<file path="config.mk">
export PLATFORM = sky130hd
export DESIGN_NAME = stream_sum_n
export DESIGN_NICKNAME = d
export VERILOG_FILES = /design/src/rtl/stream_pkg.sv /design/src/rtl/stream_skid2.sv /design/src/rtl/stream_sum_n.sv
export SDC_FILE = /design/constraint.sdc
export NUM_CORES = 1
export LEC_CHECK = 0
export ABC_CLOCK_PERIOD_IN_PS = 3100
export BUFFER_PORTS_ARGS = -buffer_cell sky130_fd_sc_hd__clkbuf_2
export CAP_MARGIN = 20
export CORE_ASPECT_RATIO = 0.75
export CORE_MARGIN = 1.5
export CORE_UTILIZATION = 50
export CTS_CLUSTER_SIZE = 25
export DETAILED_ROUTE_END_ITERATION = 8
export HOLD_SLACK_MARGIN = 0.05
export PLACE_DENSITY = 0.77
export SYNTH_ARGS = -nofsm -noshare
export SYNTH_HDL_FRONTEND = slang
export SYNTH_SLANG_ARGS = --single-unit
</file>
<file path="constraint.sdc">
create_clock -name clk -period 3.1 [get_ports clk]
set_clock_uncertainty 0.05 [all_clocks]
set_input_delay 0 -clock clk [delete_from_list [all_inputs] [get_ports clk]]
set_output_delay 0 -clock clk [all_outputs]
set_load 0.01 [all_outputs]
</file>
<file path="src/rtl/stream_pkg.sv">
// stream_pkg
//   Shared definitions for the streaming-sum datapath.
//   - sum_width(): output width that can hold the sum of n_ch values of len bits
//     without overflow.
//   - Default channel count, input width and the output width derived from them.
//   - fill_t: occupancy of the 2-entry output buffer.
//   - beat_t: {last, data} beat at the default widths, used by downstream stages.
package stream_pkg;

  // Output width for an overflow-free sum of n_ch operands of len bits.
  function automatic int sum_width(input int len, input int n_ch);
    return len + $clog2(n_ch);
  endfunction

  localparam int N_CH_DEFAULT  = 4;
  localparam int LEN_DEFAULT   = 8;
  localparam int OUT_W_DEFAULT = sum_width(LEN_DEFAULT, N_CH_DEFAULT);

  // Buffer occupancy doubles as the buffer state; the encoding is the entry count.
  typedef enum logic [1:0] {
    FILL_EMPTY = 2'd0,
    FILL_ONE   = 2'd1,
    FILL_FULL  = 2'd2
  } fill_t;

  typedef struct packed {
    logic                     last;
    logic [OUT_W_DEFAULT-1:0] data;
  } beat_t;

endpackage

</file>
<file path="src/rtl/stream_skid2.sv">
// stream_skid2
//   Generic 2-entry valid/ready buffer, FIFO order.
//   in_ready is derived only from the registered occupancy, so there is no
//   combinational path from out_ready to in_ready. The head entry drives
//   out_data directly and holds its value while the buffer is empty.
// Ports
//   clk        in   1       clock, rising edge
//   rst        in   1       synchronous active-high reset, empties the buffer
//   in_data    in   WIDTH   beat to store
//   in_valid   in   1       in_data is offered
//   in_ready   out  1       buffer has a free entry (occupancy < 2)
//   out_data   out  WIDTH   head entry
//   out_valid  out  1       buffer is not empty
//   out_ready  in   1       downstream takes the head entry
module stream_skid2
  import stream_pkg::*;
#(
  parameter int WIDTH = 8
) (
  input  logic             clk,
  input  logic             rst,
  input  logic [WIDTH-1:0] in_data,
  input  logic             in_valid,
  output logic             in_ready,
  output logic [WIDTH-1:0] out_data,
  output logic             out_valid,
  input  logic             out_ready
);

  fill_t            state;
  fill_t            state_next;
  logic [WIDTH-1:0] head;
  logic [WIDTH-1:0] head_next;
  logic [WIDTH-1:0] tail;
  logic [WIDTH-1:0] tail_next;
  logic             push;
  logic             pop;

  // When full, a push is refused even if a pop happens in the same cycle;
  // this keeps in_ready independent of out_ready.
  assign in_ready  = (state != FILL_FULL);
  assign out_valid = (state != FILL_EMPTY);
  assign out_data  = head;
  assign push      = in_valid && in_ready;
  assign pop       = out_valid && out_ready;

  // Next occupancy and entry contents; the tail only ever feeds the head.
  always_comb begin
    state_next = state;
    head_next  = head;
    tail_next  = tail;
    case (state)
      FILL_EMPTY: begin
        if (push) begin
          head_next  = in_data;
          state_next = FILL_ONE;
        end else begin
          state_next = FILL_EMPTY;
        end
      end
      FILL_ONE: begin
        if (push && pop) begin
          // Pass-through: new beat replaces the departing head.
          head_next  = in_data;
          state_next = FILL_ONE;
        end else if (push) begin
          tail_next  = in_data;
          state_next = FILL_FULL;
        end else if (pop) begin
          state_next = FILL_EMPTY;
        end else begin
          state_next = FILL_ONE;
        end
      end
      FILL_FULL: begin
        if (pop) begin
          head_next  = tail;
          state_next = FILL_ONE;
        end else begin
          state_next = FILL_FULL;
        end
      end
      default: begin
        state_next = FILL_EMPTY;
      end
    endcase
  end

  // Occupancy and entry registers.
  always_ff @(posedge clk) begin
    if (rst) begin
      state <= FILL_EMPTY;
      head  <= '0;
      tail  <= '0;
    end else begin
      state <= state_next;
      head  <= head_next;
      tail  <= tail_next;
    end
  end

endmodule

</file>
<file path="src/rtl/stream_sum_n.sv">
// stream_sum_n
//   N-channel streaming adder. All N_CH input streams are joined: they transfer
//   together in one cycle or not at all. Each joined set produces one full-width
//   sum beat carrying the AND of the channels' last flags. A sticky flag records
//   any joined set whose last flags disagreed. A 2-entry buffer decouples
//   in_ready from out_ready.
// Parameters
//   N_CH    number of input channels (>= 2)
//   LEN     data width per channel
//   SIGNED  1: channels are two's complement and sign-extended; 0: zero-extended
//   OUT_W   output width, wide enough that the sum never overflows
// Ports
//   clk        in   1           clock, rising edge
//   rst        in   1           synchronous active-high reset
//   in_data    in   N_CH*LEN    channel i at [i*LEN +: LEN]
//   in_valid   in   N_CH        per-channel valid
//   in_last    in   N_CH        per-channel end-of-frame
//   in_ready   out  N_CH        per-channel ready (all bits equal)
//   out_data   out  OUT_W       sum of the joined beat
//   out_valid  out  1           output beat available
//   out_last   out  1           AND of the joined in_last bits
//   out_ready  in   1           downstream ready
//   last_err   out  1           sticky: some joined beat had mixed in_last bits
module stream_sum_n
  import stream_pkg::*;
#(
  parameter int N_CH   = N_CH_DEFAULT,
  parameter int LEN    = LEN_DEFAULT,
  parameter int SIGNED = 0,
  parameter int OUT_W  = sum_width(LEN, N_CH)
) (
  input  logic                clk,
  input  logic                rst,
  input  logic [N_CH*LEN-1:0] in_data,
  input  logic [N_CH-1:0]     in_valid,
  input  logic [N_CH-1:0]     in_last,
  output logic [N_CH-1:0]     in_ready,
  output logic [OUT_W-1:0]    out_data,
  output logic                out_valid,
  output logic                out_last,
  input  logic                out_ready,
  output logic                last_err
);

  logic [LEN-1:0]   chan;
  logic [OUT_W-1:0] chan_ext;
  logic [OUT_W-1:0] sum;
  logic             buf_ready;
  logic             fire;
  logic             join_last;
  logic             mixed_last;
  logic [OUT_W:0]   buf_out;

  // Extend every channel to OUT_W and add; OUT_W leaves room for the carries.
  always_comb begin
    chan     = '0;
    chan_ext = '0;
    sum      = '0;
    for (int i = 0; i < N_CH; i++) begin
      chan = in_data[i*LEN +: LEN];
      if (SIGNED != 0) begin
        chan_ext = {{(OUT_W-LEN){chan[LEN-1]}}, chan};
      end else begin
        chan_ext = {{(OUT_W-LEN){1'b0}}, chan};
      end
      sum = sum + chan_ext;
    end
  end

  // Join: every channel must be valid and the buffer must have room. Holding
  // fire low during reset keeps in_ready low in the reset cycles.
  assign fire       = (&in_valid) && buf_ready && !rst;
  assign in_ready   = {N_CH{fire}};
  assign join_last  = &in_last;
  assign mixed_last = (|in_last) && !(&in_last);

  stream_skid2 #(
    .WIDTH (OUT_W + 1)
  ) u_buf (
    .clk       (clk),
    .rst       (rst),
    .in_data   ({join_last, sum}),
    .in_valid  (fire),
    .in_ready  (buf_ready),
    .out_data  (buf_out),
    .out_valid (out_valid),
    .out_ready (out_ready)
  );

  assign out_last = buf_out[OUT_W];
  assign out_data = buf_out[OUT_W-1:0];

  // Sticky frame-boundary disagreement flag; only reset clears it.
  always_ff @(posedge clk) begin
    if (rst) begin
      last_err <= 1'b0;
    end else if (fire && mixed_last) begin
      last_err <= 1'b1;
    end else begin
      last_err <= last_err;
    end
  end

endmodule

</file>
==> run metrics, run 1 <==
Clock transition at path regs=0.09 ns; PD cells=415 nW/um^2; final count of hold timing violations=0; Die X=77.1 um; fmax=386 MHz; CTS resizes=0; Post-synth EDFFs=0; syn nets=309; Skew-Pair Late Insertion Delay=0.26 ns; CTS buffer count=3; combinational power share=48.2%; Internal=0.631 mW; Synth Flop Type=dfxtp_1; crit path DAT=2.73 ns; GPL Wtd Cong=0.805; row count=19; GRT overflow=0; Critical Path End Type=register; DRC=0; number of synthesized register bits=25; Wirelength per Cell=11.6 um; Yosys warnings=0; vias per cell=5.08; Iteration-0 DRC Markers=69; TritonCTS clock tree=yes; peak supply drop=0.000188 V; first-pass GRT wire length=7180 um; H-tree levels=1; Worst setup SP type=input port; Critical Path RT=3.24 ns; final setup violation count=0; vias in the first global route=1710; Least-Margin Pin Slew=0.530 ns; Netlist cell types=46; Clock Path Buffers=2; Slew Limit Fails=0; Area growth syn-to-layout=17.4%; Root Buffer=clkbuf_8; largest net degree at the start of global routing=32; Ports=60; Nets=364; Setup TNS=0 ns; fraction of layout cells with a size suffix above 1=25.3%; DP HPWL=3150 um; status=completed; post-layout minimum cycle time=2.59 ns; ANT nets after route=0; Synth async-reset ratio=0%; Leakage=1.17 nW; crit share post-route=83.5%; Switching Fraction=37.1%; Avg Cell Area, Syn=8.62 um^2; Tot GR Track Use=19.6%; Clk pwr share=19.1%; Ant. Diodes=0; core area=3800 um^2; P_sw=0.372 mW; final wirelength=3990 um; DRT Pass-1 Iters=4; max-cap violations=0; sequential cell fraction of total power=32.7%; critical path class=in -> reg; Pwr Total=1.00 mW; Worst slew margin=64.4%; Min-Delay Path Class=in -> reg; Mapped Area=2060 um^2; Port Buffers=59; RSZ-0062 raised after global routing=no; Synth Instances=239; Seq/Total Area, Yosys=24.3%; Die Y=58.6 um; vias=1751; Sink Count=25; initial antenna violation count=0; Max Fanout on Critical Path=3; Starting Density=54.1%; die area=4520 um^2
## cell families after synthesis
| kind of cell | Yosys count | synth area share (%) |
|---|---|---|
| mux | 8 | 3.89 |
| xor+xnor | 5 | 2.13 |
| flops | 25 | 24.3 |
| compound gates | 51 | 17.2 |
| buf+inv | 59 | 12.9 |
| fa+ha+maj | 27 | 22.2 |
| simple gates | 64 | 17.3 |
## critical path, stage by stage
cell	delay, ns
clkbuf_2	0.08
inv_1	0.05
fa_1	0.54
inv_1	0.06
fa_1	0.46
ha_1	0.25
fa_1	0.41
a21o_1	0.19
a21oi_1	0.19
xnor2_1	0.18
mux2i_1	0.11
a211oi_1	0.22
## state kept, by name, summed over array words and instances, names as in the netlist
register,flops
u_buf.out_data,11
u_buf.tail,11
u_buf.state,2
last_err,1
## metal layers
metal | global-route usage, % | routed length [um]
met4 | 3.64 | 26
met1 | 24.9 | 1820
met5 | 0 | 0
met3 | 3.41 | 195
met2 | 35.9 | 1950
## power by group through the flow
stage / clock network, mW / registers, mW / logic [mW]
finish: 0.191 / 0.328 / 0.484
CTS: 0.197 / 0.328 / 0.488
floorplan: 0 / 0.337 / 0.369
global placement: 0 / 0.335 / 0.465
global route: 0.213 / 0.329 / 0.553
detailed placement: 0 / 0.336 / 0.482
## Yosys cell counts (2+ instances only)
| library cell | n | share of area (%) |
|---|---|---|
| a211oi_1 | 10 | 3.6 |
| a21o_1 | 4 | 1.5 |
| a21oi_1 | 14 | 3.4 |
| a31oi_1 | 3 | 0.91 |
| buf_2 | 3 | 0.73 |
| buf_4 | 7 | 2.6 |
| buf_6 | 2 | 1.1 |
| clkbuf_1 | 3 | 0.55 |
| dfxtp_1 | 25 | 24 |
| fa_1 | 16 | 16 |
| ha_1 | 11 | 6.7 |
| inv_1 | 44 | 8.0 |
| mux2i_1 | 8 | 3.9 |
| nand2_1 | 19 | 3.5 |
| nand2b_1 | 4 | 1.2 |
| nand3_1 | 2 | 0.49 |
| nand3b_1 | 3 | 1.1 |
| nand4_1 | 2 | 0.61 |
| nor2_1 | 19 | 3.5 |
| nor3_1 | 4 | 0.97 |
| o21a_1 | 2 | 0.73 |
| o21ai_0 | 5 | 1.2 |
| o21ai_1 | 2 | 0.49 |
| o32ai_1 | 2 | 0.85 |
| xnor2_1 | 3 | 1.3 |
| xor2_1 | 2 | 0.85 |
## cells in the final DEF, fill, tap and decap left out, types with 3 or more instances in the layout
cell type,n
a31oi_1,3
a211oi_1,10
nor2_1,19
dfxtp_1,25
ha_1,11
xnor2_1,3
nand2b_1,4
inv_1,44
a21oi_1,14
clkbuf_8,3
a21o_1,4
dlygate4sd3_1,3
nand3b_1,3
clkbuf_2,59
fa_1,16
o21ai_0,5
mux2i_1,8
nand2_1,19
nor3_1,4
buf_4,3
## worst paths after layout
kind,from,to,slack (ns),depth (start not counted)
min,rst,last_err,0.11,4
max reg2reg,u_buf.state[1],u_buf.out_data[7],0.56,8
max,in_data[1],u_buf.out_data[5],0.51,12
min reg2reg,u_buf.tail[2],u_buf.tail[2],0.41,2
## final cells by class
type,instances,area [um^2]
Clock buffer,3,41.3
Inverter,44,165
Timing Repair Buffer,65,348
Multi-Input combinational cell,155,1290
Sequential cell,25,500
Fill cell,351,1390
Clock inverter,1,5.00
Tap cell,52,65.1
## through the flow
| stage | hold WS (ns) | setup slack (ns) | area, um^2 | util [%] | instances |
|---|---|---|---|---|---|
| 6_report | 0.113 | 0.512 | 2420 | 63.6 | 345 |
| 5_1_grt | 0.144 | 0.259 | 2420 | 63.6 | 345 |
| 4_1_cts | 0.0602 | 0.511 | 2420 | 63.6 | 345 |
| 3_5_place_dp | 0.296 | 0.247 | 2340 | 61.5 | 338 |
| 3_3_place_gp | 0.296 | 0.360 | 2340 | 61.5 | 338 |
| 2_1_floorplan | 0.127 | 0.518 | 2060 | - | 239 |
## repair_timing
item | in CTS | in global routing
hold buffers | 3 | 0
endpoints found under the hold margin | 2 | 0
buffers inserted | 0 | 0
(Power assumes the default switching activity.)
==> run 2: changes to the inputs <==
Settings changed: ABC_CLOCK_PERIOD_IN_PS 3100 to 2590.
Clock period 3.1 ns to 2.59 ns, I/O delays scaled along.
==> run 2 against run 1 <==
Net effect:
- cell count up 3.2%
- sequential cell count stayed put
- die area stayed put
==> run metrics, run 2 (synthesized netlist as in run 1, its figures left out) <==
DP Area=2410 um^2; commonest non-fill, non-tap cell in the layout=clkbuf_2; Nets=375; Clock transition at path regs=0.09 ns; Ports=60; fraction of layout cells with a size suffix above 1=28.3%; P_sw=0.452 mW; final setup violation count=0; vias in the first global route=1605; Critical Path End Type=register; PD cells=499 nW/um^2; Finished Cell Area=2520 um^2; Worst slew margin=65.3%; row count=19; crit-path cells=clkbuf_2, inv_1, fa_1, inv_1, fa_1, ha_2, fa_1, a21o_1, a21oi_1, xnor2_1, mux2i_1, a211oi_1; max-cap violations=0; die area=4520 um^2; Die Y=58.6 um; RSZ-0062 raised after global routing=no; Iteration-0 DRC Markers=57; Worst setup SP type=input port; Skew-Pair Late Insertion Delay=0.27 ns; Clock Path Buffers=2; Crit path top cell by count=fa_1; critical path's largest stage delay=0.53 ns; peak supply drop=0.000252 V; final wirelength=3860 um; Min-Delay Path Class=in -> reg; vias=1745; DRT Pass-1 Iters=4; Least-Margin Pin Slew=0.516 ns; crit share post-route=93.3%; Max Fanout on Critical Path=3; Slew Limit Fails=0; Leakage=1.22 nW; largest net degree at the start of global routing=32; Clk pwr share=18.9%; DP HPWL=3000 um; first-pass GRT wire length=6770 um; status=completed; Area growth syn-to-layout=22.2%; CTS buffer count=3; Wirelength per Cell=10.8 um; ANT nets after route=0; CP delay by family, top=adder cells; sequential cell fraction of total power=31.3%; CP Buf/Inv Count=3; post-layout minimum cycle time=2.42 ns; GPL Wtd Cong=0.792; Switching Fraction=36.0%; critical path class=in -> reg; initial antenna violation count=0; DRC=0; fmax=414 MHz; Ant. Diodes=0; Die X=77.1 um; most frequent cells in the layout=clkbuf_2 (59), inv_1 (44), dfxtp_1 (25), nand2_1 (19), nor2_1 (19); Slowest cell on crit path=fa_1; TritonCTS clock tree=yes; Critical Path RT=2.74 ns; final count of hold timing violations=0; crit path DAT=2.56 ns; GRT overflow=0; WHS=0.0847 ns; Tot GR Track Use=18.5%; Sink Count=25; Starting Density=54.1%; Root Buffer=clkbuf_8; H-tree levels=1; final core occ=66.2%; Internal=0.805 mW; core area=3800 um^2; Port Buffers=59; combinational power share=49.8%; vias per cell=4.90
-- run 2: changes by cell type in the layout (fill, tap and decap cells not counted), sizes merged --
cell,previous run,this run
clkinv,1,0
clkinvlp,0,1
buf,3,14
-- run 2: layout make-up --
cell class                      count  area, um^2
Multi-Input combinational cell    155        1290
Inverter                           44         165
Timing Repair Buffer               76         443
Sequential cell                    25         500
Tap cell                           52        65.1
Fill cell                         320        1290
Clock buffer                        3        41.3
Clock inverter                      1        7.51
-- run 2: worst paths after layout --
| kind | to | start | cells after the start | slack [ns] |
|---|---|---|---|---|
| max | u_buf.out_data[5] | in_data[1] | 12 | 0.17 |
| min | last_err | rst | 4 | 0.08 |
| max reg2reg | u_buf.out_data[7] | u_buf.state[0] | 9 | 0.19 |
| min reg2reg | u_buf.tail[4] | u_buf.tail[4] | 2 | 0.41 |
-- run 2: repair_timing --
item | in CTS | in global routing
buffers inserted | 0 | 2
resized for setup | 0 | 1
setup endpoints to repair | 0 | 11
hold buffers | 3 | 0
endpoints found under the hold margin | 2 | 0
-- run 2: worst reg2reg max path, delay by kind of cell, from the launching register on --
family,cells,cell delay (ns)
AND/OR/NAND/NOR,5,0.83
flip-flops,1,0.48
AO/OA/AOI/OAI,2,0.43
adder cells (fa/ha/maj),1,0.37
buffers and inverters,1,0.15
-- run 2: power by group through the flow --
stage | logic [mW] | clock network (mW) | registers (mW)
floorplan | 0.441 | 0 | 0.403
global placement | 0.611 | 0 | 0.402
detailed placement | 0.623 | 0 | 0.402
CTS | 0.629 | 0.247 | 0.393
global route | 0.715 | 0.259 | 0.395
finish | 0.627 | 0.237 | 0.393
-- run 2: per-stage QoR --
stage | std cells | setup slack, ns | setup TNS, ns | power (mW)
2_1_floorplan | 239 | 0.00796 | 0 | 0.844
3_3_place_gp | 347 | -0.131 | -0.568 | 1.01
3_5_place_dp | 347 | -0.175 | -0.899 | 1.03
4_1_cts | 354 | 0.0526 | 0 | 1.27
5_1_grt | 356 | 0.000538 | 0 | 1.37
6_report | 356 | 0.175 | 0 | 1.26
-- run 2: per-layer routing --
metal  GRT usage (%)  up-vias  wire length (um)
li1                -      924                 -
met1            24.7      778              1890
met2            32.4       39              1780
met3            3.41        4               161
met4            3.12        0                33
met5               0        -                 0
==> run 3: changes to the inputs <==
Settings changed: ABC_CLOCK_PERIOD_IN_PS 2590 to 3050.
Clock period 2.59 ns to 3.05 ns, I/O delays scaled along.
==> run 3 against run 2 <==
Net effect:
- die area did not move
- first-iteration DRC count rose by 47%
- power fell by 20%
- global-route usage rose by 0.25 points
- worst setup slack improved by 0.23 ns
- clock power fell by 19%
- sequential power fell by 15%
- highest routed layer unchanged
==> run metrics, run 3 (synthesized netlist as in run 1, its figures left out) <==
critical path class=reg -> reg; peak supply drop=0.000247 V; Min-Delay Path Class=in -> reg; Max Fanout on Critical Path=19; Clock Path Buffers=2; crit path DAT=2.77 ns; Nets=364; Wirelength per Cell=11.3 um; Slowest cell on crit path=dfxtp_1; row count=19; status=completed; ANT nets after route=0; Setup WS pre-CTS=0.217 ns; GRT overflow=0; Worst slew margin=64.8%; most frequent cells in the layout=clkbuf_2 (59), inv_1 (44), dfxtp_1 (25), nand2_1 (19), nor2_1 (19); Starting Density=54.1%; WHS=0.0648 ns; DRT Pass-1 Iters=4; Sink Count=25; CTS buffer count=3; CP delay by family, top=simple AND/OR/NAND/NOR gates; Root Buffer=clkbuf_8; Port Buffers=59; largest net degree at the start of global routing=32; CP Buf/Inv Count=0; DP Area=2340 um^2; Critical Path End Type=register; Critical Path RT=3.18 ns; RSZ-0062 raised after global routing=no; final wirelength=3910 um; Least-Margin Pin Slew=0.527 ns; TritonCTS clock tree=yes; vias=1712; placed insts=338; crit-path cells=nor2b_1, nor3_1, ha_1, nand3b_2, nand2_1, a2bb2oi_4, nor2_1, a311oi_1; Cell Count, Final, Fillers Out=345; Skew-Pair Late Insertion Delay=0.27 ns; commonest non-fill, non-tap cell in the layout=clkbuf_2; vias in the first global route=1629; Setup TNS=0 ns; first-pass GRT wire length=6880 um; # Post-CTS Setup Buffers=0; Worst setup startpoint=u_buf.state[1]; crit share post-route=86.7%; Die X=77.1 um; die area=4520 um^2; H-tree levels=1; final count of hold timing violations=0; Slew Limit Fails=0; Tot GR Track Use=18.8%; Leakage=1.17 nW; final setup violation count=0; Iteration-0 DRC Markers=84; core area=3800 um^2; fraction of layout cells with a size suffix above 1=25.3%; PD cells=418 nW/um^2; Ant. Diodes=0; max-cap violations=0; GPL Wtd Cong=0.800; DRC=0; Final Worst Setup Slack=0.404 ns; Area growth syn-to-layout=17.4%; Reg-to-Reg Start=u_buf.state[1]; Worst setup SP type=register; DP HPWL=3040 um; vias per cell=4.96; post-layout minimum cycle time=2.65 ns; Die Y=58.6 um; initial antenna violation count=0; Ports=60; Finished Cell Area=2420 um^2; fmax=378 MHz; critical path's largest stage delay=0.44 ns; Hold Path Origin=rst; Clock transition at path regs=0.08 ns
==> run 3: cell types whose count changed in the layout (fill, tap and decap cells not counted), sizes merged <==
cell	change
buf	-11
clkinv	+1
clkinvlp	-1
==> run 3: final timing paths <==
kind,endpoint,cells after the start,slack [ns]
setup reg to reg,u_buf.out_data[7],8,0.40
hold reg to reg,u_buf.tail[1],2,0.41
setup / recovery,u_buf.out_data[7],8,0.40
hold / removal,last_err,4,0.06
==> run 3: worst min-delay path: cells and delay by family <==
| family | cells | cell delay (ns) |
|---|---|---|
| AOI/OAI and AO/OA | 1 | 0.13 |
| buffers and inverters | 1 | 0.09 |
| and+or+nand+nor | 2 | 0.12 |
==> run 3: final cells by class <==
| cell class | count | area (um^2) |
|---|---|---|
| clock inverter | 1 | 5.00 |
| timing repair buffer | 65 | 348 |
| inverter | 44 | 165 |
| sequential | 25 | 500 |
| tap | 52 | 65.1 |
| clock buffer | 3 | 41.3 |
| multi-input combinational | 155 | 1290 |
| fill | 334 | 1390 |
==> run 3: per-layer routing <==
| metal | vias up | routed length [um] | track usage [%] |
|---|---|---|---|
| met5 | - | 0 | 0 |
| met4 | 0 | 21 | 4.42 |
| met3 | 2 | 166 | 3.26 |
| met2 | 42 | 1860 | 32.6 |
| met1 | 765 | 1860 | 24.9 |
| li1 | 903 | - | - |
==> run 3: what timing repair did <==
| item | in CTS | in global routing |
|---|---|---|
| gates resized for setup | 0 | 0 |
| hold buffers | 3 | 0 |
| endpoints found under the setup margin | 0 | 0 |
| endpoints found under the hold margin | 2 | 0 |
==> run 3: power by group <==
group / leakage, nW / internal (mW) / switching (mW) / total, mW
clock network: 0.0255 / 0.0914 / 0.102 / 0.193
logic: 0.943 / 0.218 / 0.267 / 0.485
registers: 0.202 / 0.331 / 0.00267 / 0.333
total: 1.17 / 0.640 / 0.372 / 1.01
==> run 3: through the flow <==
stage | util (%) | power (mW)
final | 63.6 | 1.01
after global placement | 61.5 | 0.809
after CTS | 63.6 | 1.02
after floorplan | - | 0.717
after global routing | 63.6 | 1.10
after detailed placement | 61.5 | 0.825
